**src/rtl/bpsk_modulator_pkg.sv**
```systemverilog
// Shared constants and types for the BPSK modulator: Q2.14 sample format,
// carrier table depth and the quarter-wave sine reference.
package bpsk_modulator_pkg;

   localparam int unsigned FIXDT_16_WIDTH = 16;
   localparam int unsigned FIXDT_16_FRAC  = 14;
   localparam int unsigned LUT_DEPTH      = 32;
   localparam int unsigned PHASE_WIDTH    = $clog2(LUT_DEPTH);
   localparam int unsigned LUT_QUARTER    = LUT_DEPTH / 4;

   typedef logic signed [FIXDT_16_WIDTH-1:0] sample_t;
   typedef logic [PHASE_WIDTH-1:0]           phase_t;

   // First quarter-wave of round(16384*sin(2*pi*k/32)), rescaled to the requested peak.
   function automatic sample_t quarter_sine(input int unsigned k, input int amp);
      int base;
      int scaled;
      case (k)
         0:       base = 0;
         1:       base = 3196;
         2:       base = 6270;
         3:       base = 9102;
         4:       base = 11585;
         5:       base = 13623;
         6:       base = 15137;
         7:       base = 16069;
         8:       base = 16384;
         default: base = 0;
      endcase
      scaled = (base * amp + (1 << (FIXDT_16_FRAC - 1))) >>> FIXDT_16_FRAC;
      return sample_t'(scaled);
   endfunction

endpackage

```
**src/rtl/bpsk_sine_lut.sv**
```systemverilog
// Combinational 32-entry sine ROM built from a quarter-wave table by
// mirroring about k=8 and negating the second half-period.
module bpsk_sine_lut
   import bpsk_modulator_pkg::*;
#(
   parameter int AMP = 16384
) (
   input  logic [PHASE_WIDTH-1:0]           addr_i,
   output logic signed [FIXDT_16_WIDTH-1:0] sample_o
);

   localparam logic [PHASE_WIDTH-2:0] QUARTER_IDX = (PHASE_WIDTH-1)'(LUT_QUARTER);

   sample_t                qtab [LUT_QUARTER+1];
   logic [PHASE_WIDTH-2:0] half_idx;
   logic [PHASE_WIDTH-2:0] fold_idx;
   sample_t                mag;

   for (genvar g = 0; g <= int'(LUT_QUARTER); g++) begin : g_qtab
      assign qtab[g] = quarter_sine(g, AMP);
   end

   // 16 - idx wraps to -idx in the half-period index width.
   always_comb begin
      half_idx = addr_i[PHASE_WIDTH-2:0];
      fold_idx = half_idx;
      if (half_idx > QUARTER_IDX) begin
         fold_idx = (~half_idx) + 1'b1;
      end
      mag      = qtab[fold_idx];
      sample_o = addr_i[PHASE_WIDTH-1] ? -mag : mag;
   end

endmodule

```
**src/rtl/bpsk_modulator.sv**
```systemverilog
// BPSK modulator: free-running carrier phase counter, sine lookup and
// per-sample sign flip selected by the incoming data bit.
module bpsk_modulator #(
   parameter int unsigned LUT_DEPTH = bpsk_modulator_pkg::LUT_DEPTH,
   parameter int          AMP       = 16384
) (
   input  logic                                                clk,
   input  logic                                                rst,
   input  logic                                                en,
   input  logic                                                in,
   output logic signed [bpsk_modulator_pkg::FIXDT_16_WIDTH-1:0] out
);

   import bpsk_modulator_pkg::sample_t;
   import bpsk_modulator_pkg::PHASE_WIDTH;

   localparam int unsigned PW = $clog2(LUT_DEPTH);

   logic [PW-1:0] phase_q, phase_d;
   sample_t       out_q, out_d;
   sample_t       lut_sample;

   // Deeper accumulators index the fixed-resolution table by their MSBs.
   bpsk_sine_lut #(
      .AMP (AMP)
   ) u_lut (
      .addr_i   (phase_q[PW-1 -: PHASE_WIDTH]),
      .sample_o (lut_sample)
   );

   always_comb begin
      phase_d = phase_q;
      out_d   = out_q;
      if (en) begin
         phase_d = phase_q + 1'b1;
         out_d   = in ? -lut_sample : lut_sample;
      end
   end

   always_ff @(posedge clk or negedge rst) begin
      if (!rst) begin
         phase_q <= '0;
         out_q   <= '0;
      end else begin
         phase_q <= phase_d;
         out_q   <= out_d;
      end
   end

   assign out = out_q;

endmodule

```
**config.mk**
```make
export PLATFORM = sky130hd
export DESIGN_NAME = bpsk_modulator
export DESIGN_NICKNAME = d
export VERILOG_FILES = /design/src/rtl/bpsk_modulator_pkg.sv /design/src/rtl/bpsk_sine_lut.sv /design/src/rtl/bpsk_modulator.sv
export SDC_FILE = /design/constraint.sdc
export NUM_CORES = 1
export LEC_CHECK = 0
export ABC_AREA = 0
export CAP_MARGIN = 10
export CORE_ASPECT_RATIO = 1.1
export CORE_MARGIN = 2
export CORE_UTILIZATION = 57
export CTS_BUF_LIST = sky130_fd_sc_hd__clkbuf_8 sky130_fd_sc_hd__clkbuf_16
export CTS_CLUSTER_DIAMETER = 100
export DETAILED_ROUTE_END_ITERATION = 12
export GPL_ROUTABILITY_DRIVEN = 0
export PLACE_DENSITY = 0.8
export SYNTH_ARGS = -nofsm -noshare
export SYNTH_HDL_FRONTEND = slang
export SYNTH_HIERARCHICAL = 1
export SYNTH_SLANG_ARGS = --single-unit
```
**constraint.sdc**
```tcl
create_clock -name clk -period 4.95 [get_ports clk]
set_input_delay 0.495 -clock clk [delete_from_list [all_inputs] [get_ports clk]]
set_output_delay 0.495 -clock clk [all_outputs]
set_load 0.01 [all_outputs]
```
; ---- After elaboration in Yosys (flattened, before gate mapping)
; Memories as Yosys holds them, arrays and structs flattened.
; Cells that the tools add are included.
; W data, S select, Z words.
[word_totals]
reg_bits = 21
romBits = 256
output_inout_bits = 16
n_memories = 1
[op_classes]
addsub = 4
order_cmp = 2
muxes = 5
n_bitwise = 2
[mem_list]
columns = memory, words, word_bits, rd, rd_ports_with_merged_regs, write_ports, line
row1 = (no name shown), 16, 16, 1, 0, 0, bpsk_sine_lut.sv:30  ; mag = qtab[fold_idx];
[ops]
columns = operator, n
row1 = $mux W16, 4
row2 = $neg A16 Y16, 2
row3 = $add A5 B1 Y5 const B, 1
row4 = $ge A5 B5 Y1 const B, 1
row5 = $not A4 Y5, 1
row6 = $add A4 B1 Y4 const B, 1
row7 = $gt A4 B4 Y1 const B, 1
row8 = $mux W4, 1
row9 = $not A4 Y4, 1

; ---- Depth between registers and ports, before layout
; Gate-level depths: netlist of the first run.
[logic_depth]
depth_word = 11
depth_mapped = 18
ltp_nobuf = 16

; ---- Modules after synthesis
; The synthesis of the first run kept the hierarchy.
[modules_own_cells]
columns = mod, n_inst, cells_per_inst, area_per_inst_um2, seq_area_each_um2
row1 = bpsk_modulator, 1, 111, 1114.8, 525.5
row2 = bpsk_sine_lut, 1, 128, 845.8, 0.0

; ---- Worst setup path after synthesis of the first run
; Ideal clock, no wire load.
[synth_timing]
kind = register to register
from = register phase_q[0]
to = register out_q[13], in the netlist out[13]
setup_time_ps = 137
arrival_time_ps = 4076
t_required_ps = 4813
path_slack_ps = 737
path_stages_with_launch = 18
synth_period_minus_slack_ps = 4213
path_cell_list = dfrtp_1 -> clkbuf_1 -> inv_1 -> ha_1 -> or2b_1 -> a21oi_1 -> a31oi_1 -> inv_1 -> ha_1 -> o21ai_0 -> a21oi_1 -> or3b_2 -> o21ai_2 -> a22oi_1 -> or4_1 -> o41ai_2 -> xor2_1 -> a21oi_1
[synth_between]
elab_chain_cells = 11
elab_cells_between_ends = 12
classes_between = add/sub (3) / order compare (1) / mux (5) / bitwise (2) / memory (1)
[synth_rtl]
columns = element, line
row1 = from (decl), bpsk_modulator.sv:19  ; logic [PW-1:0] phase_q, phase_d;
row2 = from (signal assigned), bpsk_modulator.sv:45  ; phase_q <= phase_d;
row3 = $not A4 Y4, bpsk_sine_lut.sv:28  ; fold_idx = (~half_idx) + 1'b1;
row4 = $add A4 B1 Y4, bpsk_sine_lut.sv:28
row5 = $mux W4 *, bpsk_sine_lut.sv:27  ; if (half_idx > QUARTER_IDX) begin
row6 = $not A4 Y5 (not written as such) *, bpsk_sine_lut.sv:30
row7 = $mem_v2 Z16 W16 *, --
row8 = $mux W16 (not written as such) * (2 in a row), bpsk_sine_lut.sv:30
row9 = $neg A16 Y16, bpsk_sine_lut.sv:31  ; sample_o = addr_i[PHASE_WIDTH-1] ? -mag : mag;
row10 = $mux W16 *, bpsk_sine_lut.sv:31
row11 = named net lut_sample[11], bpsk_modulator.sv:21  ; sample_t lut_sample;
row12 = $neg A16 Y16 *, bpsk_modulator.sv:36  ; out_d = in ? -lut_sample : lut_sample;
row13 = $mux W16 *, bpsk_modulator.sv:36
row14 = to (signal assigned), bpsk_modulator.sv:46  ; out_q <= out_d;
row15 = to (decl), bpsk_modulator.sv:20  ; sample_t out_q, out_d;
; The timed path passes the listed nets; every way through them passes the cells marked *. The select of a mux whose other input is x is not followed.
; A chain may end at the register's enable or synchronous reset.

; ---- Worst setup path after layout of the first run
[layout_timing]
from = register phase_q[1]
to = register out_q[13], in the netlist out[13]
; The elaborated chain is that of the path after synthesis.

==> metrics.md, run 1 <==
| Metric | Value |
|---|---|
| Area contributors post-synth | `dfrtp_1 27%, xor2_1 7.1%, xnor2_1 6.3%, a21oi_1 6.1%, nor2_1 5.0%` |
| TritonRoute pass-1 iters | `4` |
| Syn Inst Count | `239` |
| Slew Limit Fails | `0` |
| Worst setup SP type | `register` |
| Tmin final | `4.50 ns` |
| CTS resizes | `0` |
| Met3 usage | `1.77%` |
| First-pass GRT wire length | `6790 um` |
| Vias/cell | `6.08` |
| Post-synth EDFFs | `0` |
| CTS tree | `built` |
| Detailed Place HPWL | `3050 um` |
| Asr flop ratio synth | `100%` |
| GRT Total Usage | `22.0%` |
| Setup TNS | `0 ns` |
| Final Non-Filler Cells | `283` |
| TritonCTS Buffers | `3` |
| Row count | `22` |
| Yosys warning total | `6` |
| GRT Max-Usage Layer | `met2` |
| Detailed router's first-iteration violation count | `106` |
| GR Layer Usage met1 | `28.7%` |
| Crit Path Max Fanout | `13` |
| Vias in the first global route | `1547` |
| Worst clock skew | `0.00505 ns` |
| Max clock buf depth | `2` |
| Part of the Yosys area used for sequential elements | `26.8%` |
| Syn nets | `250` |
| Final ANT Viol Nets | `0` |
| Worst skew pair latency | `0.26 ns` |
| Largest net degree at the start of global routing | `38` |
| Synth unique cells | `51` |
| Max Freq | `222 MHz` |
| Final setup viols | `0` |
| Port Buffer Count | `19` |
| Ys flop type | `dfrtp_1` |
| Die Wd | `59.9 um` |
| Initial antenna violation count | `0` |
| Wire per inst | `14.8 um` |
| Postcts setup bufs | `0` |
| Setup CP Type | `register to register` |
| Synth Cell Area | `1960 um^2` |
| Area grow syn2layout | `11.0%` |
| Overflow after GRT | `0` |
| Root Buffer | `clkbuf_8` |
| Status | `completed` |
| DP Worst Slack | `0.512 ns` |
| Clock sinks | `21` |
| Antenna cells | `0` |
| CP endpoint kind | `register` |
| Worst EP arrival | `4.63 ns` |
| Drt total wl | `4180 um` |
| Ports | `20` |
| Hold buffer count at CTS | `0` |
| Tcrit/Tclk final | `90.9%` |
| Die Ht | `65.5 um` |
| Synth area leader | `dfrtp_1` |
| Worst slew pin tran | `0.954 ns` |
| Hold Path Class | `register to register` |
| Final worst slack | `0.453 ns` |
| CTS clk-pin slew, worst paths | `0.08 ns` |
| Starting Density | `59.4%` |
| Max Cap Viol | `0` |
| GR Util met2 | `38.6%` |
| Placed cells | `279` |
| Yosys top cell area share | `26.8%` |
| Req. time, crit path | `5.08 ns` |
| Slew HR | `36.2%` |
| Core area | `3300 um^2` |
| RSZ-0062 raised after global routing | `false` |
| Die area | `3930 um^2` |
| Share of cells above drive strength 1 | `8.10%` |
| Final Hold Violating Endpoints | `0` |
| Layout Nets | `259` |
| Flops & latches, synth | `21` |
| H-tree depth | `1` |
| Routed vias | `1722` |
| Mapped Avg Cell Area | `8.20 um^2` |
| Drt drc | `0` |
-- final timing paths --
kind | from | end | slack, ns | cells after the start
min in group asynchronous | rst | out[8]$_DFFE_PN0P_ | 0.76 | 1
worst max register to register | phase_q[1]$_DFFE_PN0P_ | out[13]$_DFFE_PN0P_ | 0.45 | 15
worst max-delay path | phase_q[1]$_DFFE_PN0P_ | out[13]$_DFFE_PN0P_ | 0.45 | 15
worst min register to register | out[0]$_DFFE_PN0P_ | out[0]$_DFFE_PN0P_ | 0.52 | 1
worst min-delay path | out[0]$_DFFE_PN0P_ | out[0]$_DFFE_PN0P_ | 0.52 | 1
max in group asynchronous | rst | phase_q[0]$_DFFE_PN0P_ | 3.61 | 1
-- placed cells by master (no fill, tap or decap), types with 4 or more instances in the layout --
cell and count:
a31oi_1 4, inv_1 12, nand2_1 9, xor2_1 16, clkdlybuf4s50_1 19, a21oi_1 24, nand2b_1 6, nor3_1 4
o31ai_1 5, o21ai_0 12, dfrtp_1 21, nor2b_1 6, nor2_1 26, a211oi_1 4, ha_1 7, xnor2_1 14
-- layer usage --
metal | share of wire, % | vias up
li1 | - | 869
met1 | 45 | 785
met2 | 49 | 57
met3 | 3.8 | 11
met4 | 1.8 | 0
met5 | 0 | -
-- metrics by stage --
stage	instance area (um^2)	hold WS (ns)	util (%)
after floorplan	1960	0.199	-
after global placement	2130	0.490	64.5
after detailed placement	2130	0.502	64.5
after CTS	2180	0.520	65.9
after global routing	2180	0.551	65.9
final	2180	0.516	65.9
-- state kept, by name, indices dropped and copies added, names as in the netlist --
name and count:
out 16, phase_q 5
-- area by class of cell --
class,instances,area [um^2]
fillers,278,1130
well taps,36,45.0
repair buffers,22,213
inverters,11,41.3
clock buffers,3,41.3
clock inverters,1,3.75
multi-input cells,189,1310
flip-flops and latches,21,526
-- critical path, stage by stage, from the launching register on --
cell and delay [ns]:
dfrtp_1 0.49, inv_1 0.12, ha_1 0.38, or2b_1 0.32, a31oi_1 0.25, inv_1 0.09
ha_1 0.39, o21ai_0 0.11, a21oi_1 0.08, or3b_2 0.50, nand2_1 0.14, xnor2_1 0.16
or4_1 0.66, o41ai_2 0.41, xor2_1 0.18, a21oi_1 0.08
-- cell usage after synthesis, drive strengths merged (2+ instances only) --
master   n
a211oi   4
a21oi   25
a22oi    3
a311oi   2
a31oi    4
buf     10
clkbuf   8
dfrtp   21
ha       7
inv     11
mux2     2
mux2i    3
nand2    9
nand2b   6
nand3    3
nand3b   3
nand4    3
nor2    26
nor2b    6
nor3     4
o21ai   13
o21bai   2
o22ai    3
o31ai    5
o41ai    5
or2      2
or3b     2
or4      3
xnor2   14
xor2    16
-- kinds of logic (layout without fill, tap and decap cells) --
group                      count (synthesis)  in the layout  share of synthesized area, %
AOI/OAI and AO/OA                         75             75                          27.0
DFF                                       21             21                          26.8
and+or+nand+nor                           72             72                          19.1
buffers and inverters                     29             37                          6.51
xor gates and xnor gates                  30             30                          13.4
muxes                                      5              5                          2.68
adders and majority gates                  7              7                          4.47
Power of run 1 is not shown: default switching activity piles up to over one toggle a cycle in this logic, so the estimate is an artifact.
==> run 2: changes to the inputs <==
CAP_MARGIN = not set   (was 10)
GPL_TIMING_DRIVEN = 0   (was not set)
RECOVER_POWER = 100   (was not set)
==> run 2 against run 1 <==
Critical path depth up 3. Sequential share of layout area down 0.54 points. Global-route usage up 1.3 points.
==> metrics.md, run 2 (synthesis results as in run 1) <==
| Metric | Value |
|---|---|
| Worst slew pin tran | `0.907 ns (was 0.954 ns)` |
| FF-to-FF path depth | `18 (was 15)` |
| Max clock buf depth | `2 (unchanged)` |
| Share of cells above drive strength 1 | `9.96% (was 8.10%)` |
| Largest net degree at the start of global routing | `22 (was 38)` |
| Postcts setup bufs | `0 (unchanged)` |
| Status | `completed (unchanged)` |
| Final setup viols | `0 (unchanged)` |
| Multi-input combinational cell area | `1310 um^2 (unchanged)` |
| Drt total wl | `4220 um (was 4180 um)` |
| Worst clock skew | `0.00503 ns (was 0.00505 ns)` |
| Overflow after GRT | `0 (unchanged)` |
| Clock sinks | `21 (unchanged)` |
| TritonRoute pass-1 iters | `4 (unchanged)` |
| Setup TNS | `0 ns (unchanged)` |
| Initial antenna violation count | `0 (unchanged)` |
| Hold Path Class | `register to register (unchanged)` |
| Drt drc | `0 (unchanged)` |
| Die Ht | `65.5 um (unchanged)` |
| Worst setup SP type | `register (unchanged)` |
| Cell depth of the worst hold path | `1 (unchanged)` |
| Port Buffer Count | `18 (was 19)` |
| Crit Path Max Fanout | `10 (was 13)` |
| Vias in the first global route | `1594 (was 1547)` |
| Detailed router's first-iteration violation count | `59 (was 106)` |
| Vias/cell | `5.90 (was 6.08)` |
| Layout Nets | `273 (was 259)` |
| First-pass GRT wire length | `7200 um (was 6790 um)` |
| Area grow syn2layout | `13.8% (was 11.0%)` |
| Wire per inst | `14.2 um (was 14.8 um)` |
| Starting Density | `59.4% (unchanged)` |
| Die Wd | `59.9 um (unchanged)` |
| Flop2flop setup slack | `0.31 ns (was 0.45 ns)` |
| CTS tree | `built (unchanged)` |
| Max FFs per register | `16 (unchanged)` |
| CTS clk-pin slew, worst paths | `0.07 ns (was 0.08 ns)` |
| Row count | `22 (unchanged)` |
| Most frequent cells in the layout | `26 x nor2_1, 24 x a21oi_1, 20 x dfrtp_1, 17 x dlygate4sd3_1, 16 x xor2_1 (was 26 x nor2_1, 24 x a21oi_1, 21 x dfrtp_1, 19 x clkdlybuf4s50_1, 16 x xor2_1)` |
| CP endpoint kind | `register (unchanged)` |
| H-tree depth | `1 (unchanged)` |
| Tmin final | `4.64 ns (was 4.50 ns)` |
| Slew Limit Fails | `0 (unchanged)` |
| TritonCTS Buffers | `3 (unchanged)` |
| RSZ-0062 raised after global routing | `false (unchanged)` |
| Worst skew pair latency | `0.26 ns (about the same)` |
| Final Hold Violating Endpoints | `0 (unchanged)` |
| Max Cap Viol | `0 (unchanged)` |
| Most common cell after layout, fill and taps aside | `nor2_1 (unchanged)` |
| Ports | `20 (unchanged)` |
| Die area | `3930 um^2 (unchanged)` |
| FF/Latch Area | `527 um^2 (was 526 um^2)` |
| Antenna cells | `0 (unchanged)` |
| Worst EP arrival | `4.76 ns (was 4.63 ns)` |
| GRT Total Usage | `23.2% (was 22.0%)` |
| Max Freq | `216 MHz (was 222 MHz)` |
| # fillers | `291 (was 278)` |
| Detailed Place HPWL | `3330 um (was 3050 um)` |
| Setup CP Type | `register to register (unchanged)` |
| Root Buffer | `clkbuf_8 (unchanged)` |
| Final ANT Viol Nets | `0 (unchanged)` |
| Core area | `3300 um^2 (unchanged)` |
| Routed vias | `1753 (was 1722)` |
| Tcrit/Tclk final | `93.7% (was 90.9%)` |
| Slew HR | `39.3% (was 36.2%)` |
| Req. time, crit path | `5.07 ns (was 5.08 ns)` |
-- run 2: cell count changes in the layout (fill, tap and decap cells not counted), sizes merged --
cell / before / now
clkbuf: 3 / 13
clkinv: 0 / 1
dlygate4sd3: 0 / 17
inv: 12 / 11
clkdlybuf4s50: 19 / 1
buf: 3 / 8
-- run 2: through the flow --
stage	utilization [%]	hold slack (ns)	setup slack [ns]	std cells	area [um^2]
global placement	66.2	0.494	0.154	293	2190
floorplan	-	0.199	0.737	239	1960
detailed placement	66.2	0.502	0.101	293	2190
finish	67.6	0.509	0.311	297	2230
global route	67.6	0.537	0.0182	297	2230
CTS	67.6	0.519	0.0623	297	2230
-- run 2: critical path, cell delays in order (launching register included) --
cell	delay, ns
dfrtp_2	0.48
clkbuf_2	0.26
inv_1	0.13
ha_1	0.26
or2b_1	0.23
a21oi_1	0.08
a31oi_1	0.24
inv_1	0.10
ha_1	0.39
o21ai_0	0.12
a21oi_1	0.08
or3b_2	0.50
nand2_1	0.14
xnor2_1	0.15
or4_1	0.48
buf_2	0.18
o41ai_2	0.36
xor2_1	0.23
a21oi_1	0.09
-- run 2: per-layer routing --
metal  GRT usage [%]  share of wire, %
met5               0                 0
met4            6.94              0.99
met3            3.54               2.2
met2            39.7                50
met1            29.7                47
-- run 2: area by class of cell --
cell class / count / area share (%)
Clock inverter: 1 / 0.224
Timing Repair Buffer: 18 / 8.07
Inverter: 11 / 1.85
Tap cell: 36 / 2.02
Multi-Input combinational cell: 189 / 58.6
Buffer: 18 / 3.81
Clock buffer: 3 / 1.85
Sequential cell: 21 / 23.6
-- run 2: path summary, 6_finish.rpt --
path / to / start
hold reg to reg: out[0]$_DFFE_PN0P_ / out[0]$_DFFE_PN0P_
min in group asynchronous: out[10]$_DFFE_PN0P_ / rst
setup reg to reg: out[14]$_DFFE_PN0P_ / phase_q[0]$_DFFE_PN0P_
setup / recovery: out[14]$_DFFE_PN0P_ / phase_q[0]$_DFFE_PN0P_
hold / removal: out[0]$_DFFE_PN0P_ / out[0]$_DFFE_PN0P_
max in group asynchronous: phase_q[0]$_DFFE_PN0P_ / rst
-- run 2: what timing repair did --
action | 4_1_cts | 5_1_grt
hold buffers | 0 | 0
resized for setup | 0 | 3
endpoints found under the setup margin | 0 | 8
Power of run 2 is left out for the same reason.
==> run 3: changes to the inputs <==
TNS_END_PERCENT = 20   (was not set)
==> results of run 3 <==
Same layout as run 2: the final DEF is identical, and so are final timing and power.
Power of run 3 is left out for the same reason.
